**src/rtl/grf_wb_queue.sv**
```systemverilog
// ---------------------------------------------------------------------------
// grf_wb_queue
//
// Write-side front end for the general register file. Register write
// requests from the pipeline W stage (pipe_*) and from a long-latency unit
// (aux_*) are collected in a small circular buffer and drained into the
// GRF's single write port, one write per cycle, in arrival order. Queued
// writes are also exposed to D-stage hazard logic through two forwarding
// lookup ports, since the GRF does not hold those values yet.
//
// Optional feature (macro GRF_WB_QUEUE_TRACE_EN): when defined, every
// committed write is printed in simulation as "@pc: $reg <= data".
// Functional behaviour is identical with or without the macro.
//
// Ports:
//   clk, reset                       rising-edge clock, sync active-high reset
//   pipe_valid/addr/data/pc          W-stage write request
//   pipe_ready                       pipe request accepted this cycle
//   aux_valid/addr/data/pc           long-latency unit write request
//   aux_ready                        aux request accepted this cycle
//   reg_write, WriteAddr, RegData    GRF write port (head of queue)
//   WritePC                          PC of the write being committed
//   query_addr1/2                    forwarding lookup addresses (Rs/Rt)
//   fwd_hit1/2, fwd_data1/2          youngest queued value for each lookup
//   count                            current occupancy
// ---------------------------------------------------------------------------
module grf_wb_queue #(
   parameter int DEPTH = 4,
   parameter int CNT_W = $clog2(DEPTH) + 1
) (
   input  logic             clk,
   input  logic             reset,
   input  logic             pipe_valid,
   input  logic [4:0]       pipe_addr,
   input  logic [31:0]      pipe_data,
   input  logic [31:0]      pipe_pc,
   output logic             pipe_ready,
   input  logic             aux_valid,
   input  logic [4:0]       aux_addr,
   input  logic [31:0]      aux_data,
   input  logic [31:0]      aux_pc,
   output logic             aux_ready,
   output logic             reg_write,
   output logic [4:0]       WriteAddr,
   output logic [31:0]      RegData,
   output logic [31:0]      WritePC,
   input  logic [4:0]       query_addr1,
   input  logic [4:0]       query_addr2,
   output logic             fwd_hit1,
   output logic [31:0]      fwd_data1,
   output logic             fwd_hit2,
   output logic [31:0]      fwd_data2,
   output logic [CNT_W-1:0] count
);

   localparam int PTR_W = $clog2(DEPTH);

   logic [4:0]       addr_mem [DEPTH];
   logic [31:0]      data_mem [DEPTH];
   logic [31:0]      pc_mem   [DEPTH];

   logic [PTR_W-1:0] head;
   logic [PTR_W-1:0] tail;
   logic [PTR_W-1:0] aux_slot;
   logic [CNT_W-1:0] free;
   logic             pipe_push;
   logic             aux_push;
   logic             pop;

   // Acceptance is decided from the registered occupancy only, so a
   // full queue stays full for one cycle even though the head pops.
   assign free       = CNT_W'(DEPTH) - count;
   assign pipe_ready = !reset && (free >= CNT_W'(1));
   // Address 0 handshakes complete but never occupy a slot.
   assign pipe_push  = pipe_valid && pipe_ready && (pipe_addr != 5'd0);
   assign aux_ready  = !reset && (free >= (pipe_push ? CNT_W'(2) : CNT_W'(1)));
   assign aux_push   = aux_valid && aux_ready && (aux_addr != 5'd0);
   // The GRF always accepts, so any occupied head retires every cycle.
   assign pop        = (count != '0);

   // Pipe is older than a same-cycle aux request: it takes the tail slot.
   assign aux_slot   = tail + PTR_W'(pipe_push);

   // NOTE: sequential state uses non-blocking assignments so every register
   // samples pre-edge values regardless of statement order.
   always_ff @(posedge clk) begin
      if (reset) begin
         count <= '0;
         head  <= '0;
         tail  <= '0;
      end else begin
         count <= count + CNT_W'(pipe_push) + CNT_W'(aux_push) - CNT_W'(pop);
         head  <= head + PTR_W'(pop);
         tail  <= tail + PTR_W'(pipe_push) + PTR_W'(aux_push);
      end
   end

   // NOTE: the storage array is deliberately not reset; entries are only
   // observed while count marks them valid, and count is reset.
   always_ff @(posedge clk) begin
      if (pipe_push) begin
         addr_mem[tail] <= pipe_addr;
         data_mem[tail] <= pipe_data;
         pc_mem[tail]   <= pipe_pc;
      end
      if (aux_push) begin
         addr_mem[aux_slot] <= aux_addr;
         data_mem[aux_slot] <= aux_data;
         pc_mem[aux_slot]   <= aux_pc;
      end
   end

   // GRF write port: head entry, forced to zero when the queue is empty.
   always_comb begin
      reg_write = pop;
      WriteAddr = pop ? addr_mem[head] : 5'd0;
      RegData   = pop ? data_mem[head] : 32'd0;
      WritePC   = pop ? pc_mem[head]   : 32'd0;
   end

   // Forwarding walks valid entries from oldest (head) to youngest, so a
   // later match overwrites an earlier one and the youngest value wins.
   // The head is included because its value is not in the GRF yet.
   // NOTE: every output of this block gets a default first, so no latch
   // is inferred when no entry matches.
   always_comb begin
      fwd_hit1  = 1'b0;
      fwd_data1 = 32'd0;
      fwd_hit2  = 1'b0;
      fwd_data2 = 32'd0;
      for (int i = 0; i < DEPTH; i++) begin
         if (CNT_W'(i) < count) begin
            if (query_addr1 != 5'd0 &&
                addr_mem[head + PTR_W'(i)] == query_addr1) begin
               fwd_hit1  = 1'b1;
               fwd_data1 = data_mem[head + PTR_W'(i)];
            end
            if (query_addr2 != 5'd0 &&
                addr_mem[head + PTR_W'(i)] == query_addr2) begin
               fwd_hit2  = 1'b1;
               fwd_data2 = data_mem[head + PTR_W'(i)];
            end
         end
      end
   end

`ifdef GRF_WB_QUEUE_TRACE_EN
   always_ff @(posedge clk) begin
      if (!reset && pop)
         $display("@%h: $%d <= %h", WritePC, WriteAddr, RegData);
   end
`else
`endif

endmodule

```
**config.mk**
```make
export PLATFORM = sky130hd
export DESIGN_NAME = grf_wb_queue
export DESIGN_NICKNAME = d
export VERILOG_FILES = /design/src/rtl/grf_wb_queue.sv
export SDC_FILE = /design/constraint.sdc
export NUM_CORES = 1
export LEC_CHECK = 0
export BUFFER_PORTS_ARGS = -buffer_cell sky130_fd_sc_hd__buf_2
export CAP_MARGIN = 20
export CORE_UTILIZATION = 40
export DETAILED_ROUTE_END_ITERATION = 8
export GPL_TIMING_DRIVEN = 0
export PLACE_DENSITY = 0.67
export SETUP_SLACK_MARGIN = 0.5
export SYNTH_ARGS = -nofsm -noshare
export SYNTH_HDL_FRONTEND = slang
export SYNTH_SLANG_ARGS = --single-unit
```
**constraint.sdc**
```tcl
create_clock -name clk -period 8.2 [get_ports clk]
set_input_delay 0.82 -clock clk [delete_from_list [all_inputs] [get_ports clk]]
set_output_delay 0.82 -clock clk [all_outputs]
set_load 0.05 [all_outputs]
```
# After elaboration in Yosys (flattened, before gate mapping)
# Memory sizes are Yosys's and may differ from the RTL's. A register that Yosys moved wholly into a read port is not among the register bits.
# Index checks and enable logic that the tools add are counted.
op_classes:
  n_reduce_logical: 20
  n_shift: 0
  n_div: 0
  n_lt_le_gt_ge: 6
  mux: 43
  n_bitwise: 0
  add_sub_neg: 10
  n_eq_ne: 8
  n_mul: 0
op_table:
  columns: ["op", "n"]
  rows:
  - ["$mux W32", 18]
  - ["$eq A5 B5 Y1", 8]
  - ["$mux W1", 20]
  - ["$reduce_bool A5 Y1", 4]
  - ["$logic_and A1 B1 Y1", 14]
  - ["$mux W2", 4]
  - ["$add A2 B1 Y2", 3]
  - ["$add A3 B1 Y3", 2]
  - ["$lt A1 B3 Y1 const A", 2]
  - ["$lt A2 B3 Y1 const A", 2]
  - ["$mux W5", 1]
  - ["$add A2 B2 Y2 const B", 2]
  - ["$ge A3 B1 Y1 const B", 1]
  - ["$ge A3 B2 Y1", 1]
  - ["$reduce_bool A3 Y1", 1]
  - ["$sub A3 B1 Y3", 1]
  - ["$sub A3 B3 Y3 const A", 1]
  - ["$add A2 B1 Y2 const B", 1]
  - ["$logic_not A1 Y1", 1]
word_totals:
  rom_bits: 0
  ram_bits: 276
  out_inout_bits: 141
  latchBits: 0
  mem_count: 3
  ff_bits: 7
  wordCells: 93
memory_table:
  columns: ["name", "depth", "width", "read_ports", "rd_ports_with_merged_regs", "wr", "line", "rtl"]
  rows:
  - ["data_mem", 4, 32, 4, 1, 2, "59", "logic [31:0] data_mem [DEPTH];"]
  - ["pc_mem", 4, 32, 1, 1, 2, "60", "logic [31:0] pc_mem [DEPTH];"]
  - ["addr_mem", 4, 5, 4, 1, 2, "58", "logic [4:0] addr_mem [DEPTH];"]

# Depth between registers and ports, before layout
depth:
  ltp_word: 12
  mapped_depth: 17

# Worst setup path before layout
# OpenSTA, ideal clock, no wires.
synth_path:
  kind: "register -> register"
  start: "register count[0]"
  end: "memory addr_mem[0][0], enable pin"
  path_stages_with_launch: 7
  path_slack_ns: -0.218
  period_less_slack_ns: 8.418
  required_ns: 7.602
  t_arrival_ns: 7.820
  path_buffers: 0
  path_cell_list: "dfxtp_1 inv_1 ha_1 ha_1 a31oi_1 nand3_1 o31ai_1"
synth_lines:
  columns: ["item", "line", "rtl"]
  rows:
  - ["start, declared", "53", "output logic [CNT_W-1:0] count"]
  - ["start signal, assigned", "92", "count <= count + CNT_W'(pipe_push) + CNT_W'(aux_push) - CNT_W'(pop);"]
  - ["end, declared", "58", null]

# Worst setup path in the final report
layout_path:
  start: "register head[0]"
  end: "output port fwd_data1[29]"
layout_between:
  elab_chain_len: 10
layout_rtl:
  columns: ["item", "line", "rtl"]
  rows:
  - ["start, declared", "62", "logic [PTR_W-1:0] head;"]
  - ["start signal, assigned", "93", "head <= head + PTR_W'(pop);"]
  - ["$add A2 B1 Y2", "134, 136", null]
  - ["$mem_v2 Z4 W5", null, null]
  - ["$eq A5 B5 Y1", "134", "addr_mem[head + PTR_W'(i)] == query_addr1) begin"]
  - ["$logic_and A1 B1 Y1", "133", "if (query_addr1 != 5'd0 &&"]
  - ["$mux W32", "133", null]
  - ["$mux W32", "132", "if (CNT_W'(i) < count) begin"]
  - ["$mux W32", "133", null]
  - ["$mux W32", "132", null]
  - ["$mux W32", "133", null]
  - ["$mux W32 (*)", "132", null]
  - ["end, declared", "50", "output logic [31:0] fwd_data1,"]
# Mark *: on every way between the ends. The rest lies on a longest branch, timed or not.

==> results.txt <==
fraction of synthesized cell area taken by the top area cell type: 0.419
leading register cell type out of synthesis: sky130_fd_sc_hd__edfxtp_1
Placer Congestion: 0.957
P per Cell Area: 386 nW/µm²
clock sink count: 283
average wire length per cell after detail routing: 26.0 µm
Leak: 8.56 nW
cell area after synthesis: 19800 µm²
highest cell delay on the worst timing path: 0.70 ns
post-synthesis cell count: 1673
die outline height: 224 µm
worst path required time: 7.38 ns
critical setup path kind: reg -> out
share of the clock period used by the worst path after layout: 0.678
endpoint class of the critical path: output pin
worst-margin pin slew: 1.09 ns
maximum VDD drop: 0.208 mV
unique cell type count in the Yosys netlist: 48
worst hold slack: 0.603 ns
clock latency on the worst-skew pair: 0.56 ns
post-route worst setup slack: 2.64 ns
I/O pin count: 293
overall die area: 50300 µm²
Fillers: 4475
vias per cell: 5.97
number of nets in the synthesized netlist: 1838
mean instance size in the synthesized netlist: 11.8 µm²
highest routed layer: met5
Setup Viol. Count Final: 0
top post-synthesis cells by area: sky130_fd_sc_hd__edfxtp_1, sky130_fd_sc_hd__mux2_2, sky130_fd_sc_hd__mux4_2, sky130_fd_sc_hd__mux2i_1, sky130_fd_sc_hd__a211oi_1
met1 layer wirelength in the final routing: 27500 µm
worst rel slew slack: 0.274
arrival time reported for the critical path endpoint: 4.74 ns
Final Util: 0.480
leading cell types in the layout, fill and taps excluded: sky130_fd_sc_hd__buf_2, sky130_fd_sc_hd__mux2_2, sky130_fd_sc_hd__edfxtp_1
total overflow reported by the global router: 0
worst path bufs/invs: 5
largest area contributor in the netlist: sky130_fd_sc_hd__edfxtp_1
category of cells accounting for the largest share of critical-path delay: buffers and inverters
# nets final: 2169
DP Wirelength: 50700 µm
clk root buf: sky130_fd_sc_hd__clkbuf_16
Vias: 16118
count of flip-flops with a built-in enable after synthesis: 276
clock period minus final worst setup slack: 5.56 ns
worst setup slack before clock tree synthesis: 3.24 ns
number of violations reported at the end of detailed-routing iteration 0: 1837
final wirelength: 70200 µm
number of setup buffers added after CTS: 0
total DRC errors in the routed layout: 0
# H-tree levels: 2
leading cell type in the layout, fill and taps excluded: sky130_fd_sc_hd__buf_2
sequential-to-total area share from yosys stat: 0.426
Final Hold Violating Endpoints: 0
antenna violations before repair: 19
sequential cell area: 8430 µm²
total routing resource utilization after global routing: 0.272
horizontal die dimension: 224 µm
total count of max-transition violations in the final report: 0
register clock-pin slew on the reported worst setup and hold paths: 0.06 ns
max-capacitance violation count: 0
clk buf depth: 3
Area growth syn-to-layout: 18.6%
number of placement rows: 81
length of routed met2 wiring: 32600 µm
Max Fanout on Critical Path: 10
cell with the biggest individual delay on the critical path: sky130_fd_sc_hd__a211oi_1
fraction of final layout cells sized beyond drive strength 1: 0.392
Post-CTS Resized: 0
cell chain of the critical path: buf_6, buf_12, buf_2, mux4_2, xnor2_1, nand4_1, nor2_1, nor2_1, clkbuf_1, a211oi_1, buf_2
startpoint class of the critical path: flip-flop
clock buffers created by TritonCTS: 34
RSZ-0062 raised after global routing: no
ANT nets after route: 0
starting density of the core: 0.405
number of iterations in the first detailed-routing pass: 6
R2R setup slack: 3.19 ns
number of synthesis warnings: 0
outcome: finished, final reports clean
number of buffers added on ports: 281
wire length of the first global-routing pass: 102000 µm
maximum clock frequency: 180 MHz
core region area: 48800 µm²
worst clock skew on the final layout: 0.0283 ns
kind of path behind the tightest hold check: in -> reg
TritonCTS clock tree: done
via count of the first global-routing pass: 16151
area of combinational cells with multiple inputs: 10500 µm²
setup TNS after final layout: 0 ns
Seq cells post-synth: 283
fraction of registers with async set/reset: 0
met3 WL post-DR: 7040 µm
number of buffers added to fix hold violations after cts: 0
maximum number of pins on one net before global-route repair: 50
## power by group
part	switching (mW)	leakage, nW	internal [mW]
combinational	3.74	5.48	1.74
clock	0.634	0.503	0.822
sequential	0.138	2.58	1.99
total	4.51	8.56	4.54
## path summary, 6_finish.rpt
check | end | depth (start not counted) | from
hold reg to reg | head[0] | 2 | head[0]
setup / recovery | fwd_data1[29] | 11 | head[0]
hold / removal | data_mem[3][26] | 2 | pipe_data[26]
setup reg to reg | data_mem[1][11] | 15 | count[0]
## sequential cells by signal, summed over array words and instances (netlist names)
name and flops:
head 2, pc_mem 128, data_mem 128, addr_mem 20
count 3, tail 2
## synth_stat cells (3+ instances only)
| cell type | count |
|---|---|
| sky130_fd_sc_hd__buf_2 | 39 |
| sky130_fd_sc_hd__nor3_1 | 71 |
| sky130_fd_sc_hd__o311a_1 | 32 |
| sky130_fd_sc_hd__nand4_1 | 24 |
| sky130_fd_sc_hd__xor2_1 | 15 |
| sky130_fd_sc_hd__a31oi_1 | 33 |
| sky130_fd_sc_hd__nand3_1 | 10 |
| sky130_fd_sc_hd__buf_1 | 13 |
| sky130_fd_sc_hd__a21oi_1 | 52 |
| sky130_fd_sc_hd__edfxtp_1 | 276 |
| sky130_fd_sc_hd__inv_1 | 44 |
| sky130_fd_sc_hd__nor2b_1 | 44 |
| sky130_fd_sc_hd__ha_1 | 11 |
| sky130_fd_sc_hd__mux2i_1 | 95 |
| sky130_fd_sc_hd__nand3b_1 | 12 |
| sky130_fd_sc_hd__buf_6 | 8 |
| sky130_fd_sc_hd__mux4_1 | 3 |
| sky130_fd_sc_hd__mux2_2 | 287 |
| sky130_fd_sc_hd__dfxtp_1 | 7 |
| sky130_fd_sc_hd__or3_1 | 3 |
| sky130_fd_sc_hd__xnor2_1 | 25 |
| sky130_fd_sc_hd__o31ai_2 | 29 |
| sky130_fd_sc_hd__a211oi_1 | 71 |
| sky130_fd_sc_hd__o21ai_0 | 9 |
| sky130_fd_sc_hd__and2_1 | 44 |
| sky130_fd_sc_hd__mux4_2 | 76 |
| sky130_fd_sc_hd__clkbuf_1 | 96 |
| sky130_fd_sc_hd__nor2_1 | 113 |
| sky130_fd_sc_hd__nand2_1 | 104 |
| sky130_fd_sc_hd__o31ai_1 | 3 |
## cells by family (layout without fill, tap and decap cells)
family | count (synthesis) | in the layout | share of synthesized area
AOI/OAI and AO/OA | 238 | 238 | 0.0922
adders and majority gates | 13 | 13 | 0.00899
muxes | 461 | 461 | 0.302
xor gates and xnor gates | 40 | 40 | 0.0177
DFF | 283 | 283 | 0.426
other | 0 | 6 | 0
buffers and inverters | 202 | 558 | 0.0449
and+or+nand+nor | 436 | 436 | 0.107
## stage by stage
| step | instance area [µm²] | power [mW] | cells |
|---|---|---|---|
| finish | 23400 | 9.06 | 2699 |
| global route | 23400 | 9.40 | 2698 |
| floorplan | 19800 | 5.96 | 1673 |
| global placement | 22000 | 7.42 | 2618 |
| CTS | 23400 | 9.02 | 2693 |
| detailed placement | 22400 | 7.56 | 2632 |
## area by class of cell
type,count,area share
diodes,6,0.000641
plain buffers,158,0.0308
clock buffers,41,0.0383
clock inverters,20,0.00689
inverters,44,0.00705
multi-input cells,1188,0.448
flip-flops and latches,283,0.360
well taps,664,0.0354
repair buffers,295,0.0736
## routing by layer
metal	vias up	track usage
li1	7078	-
met1	7864	0.339
met3	228	0.0708
met5	-	0
met4	26	0.122
met2	922	0.445
(Power assumes the default switching activity.)
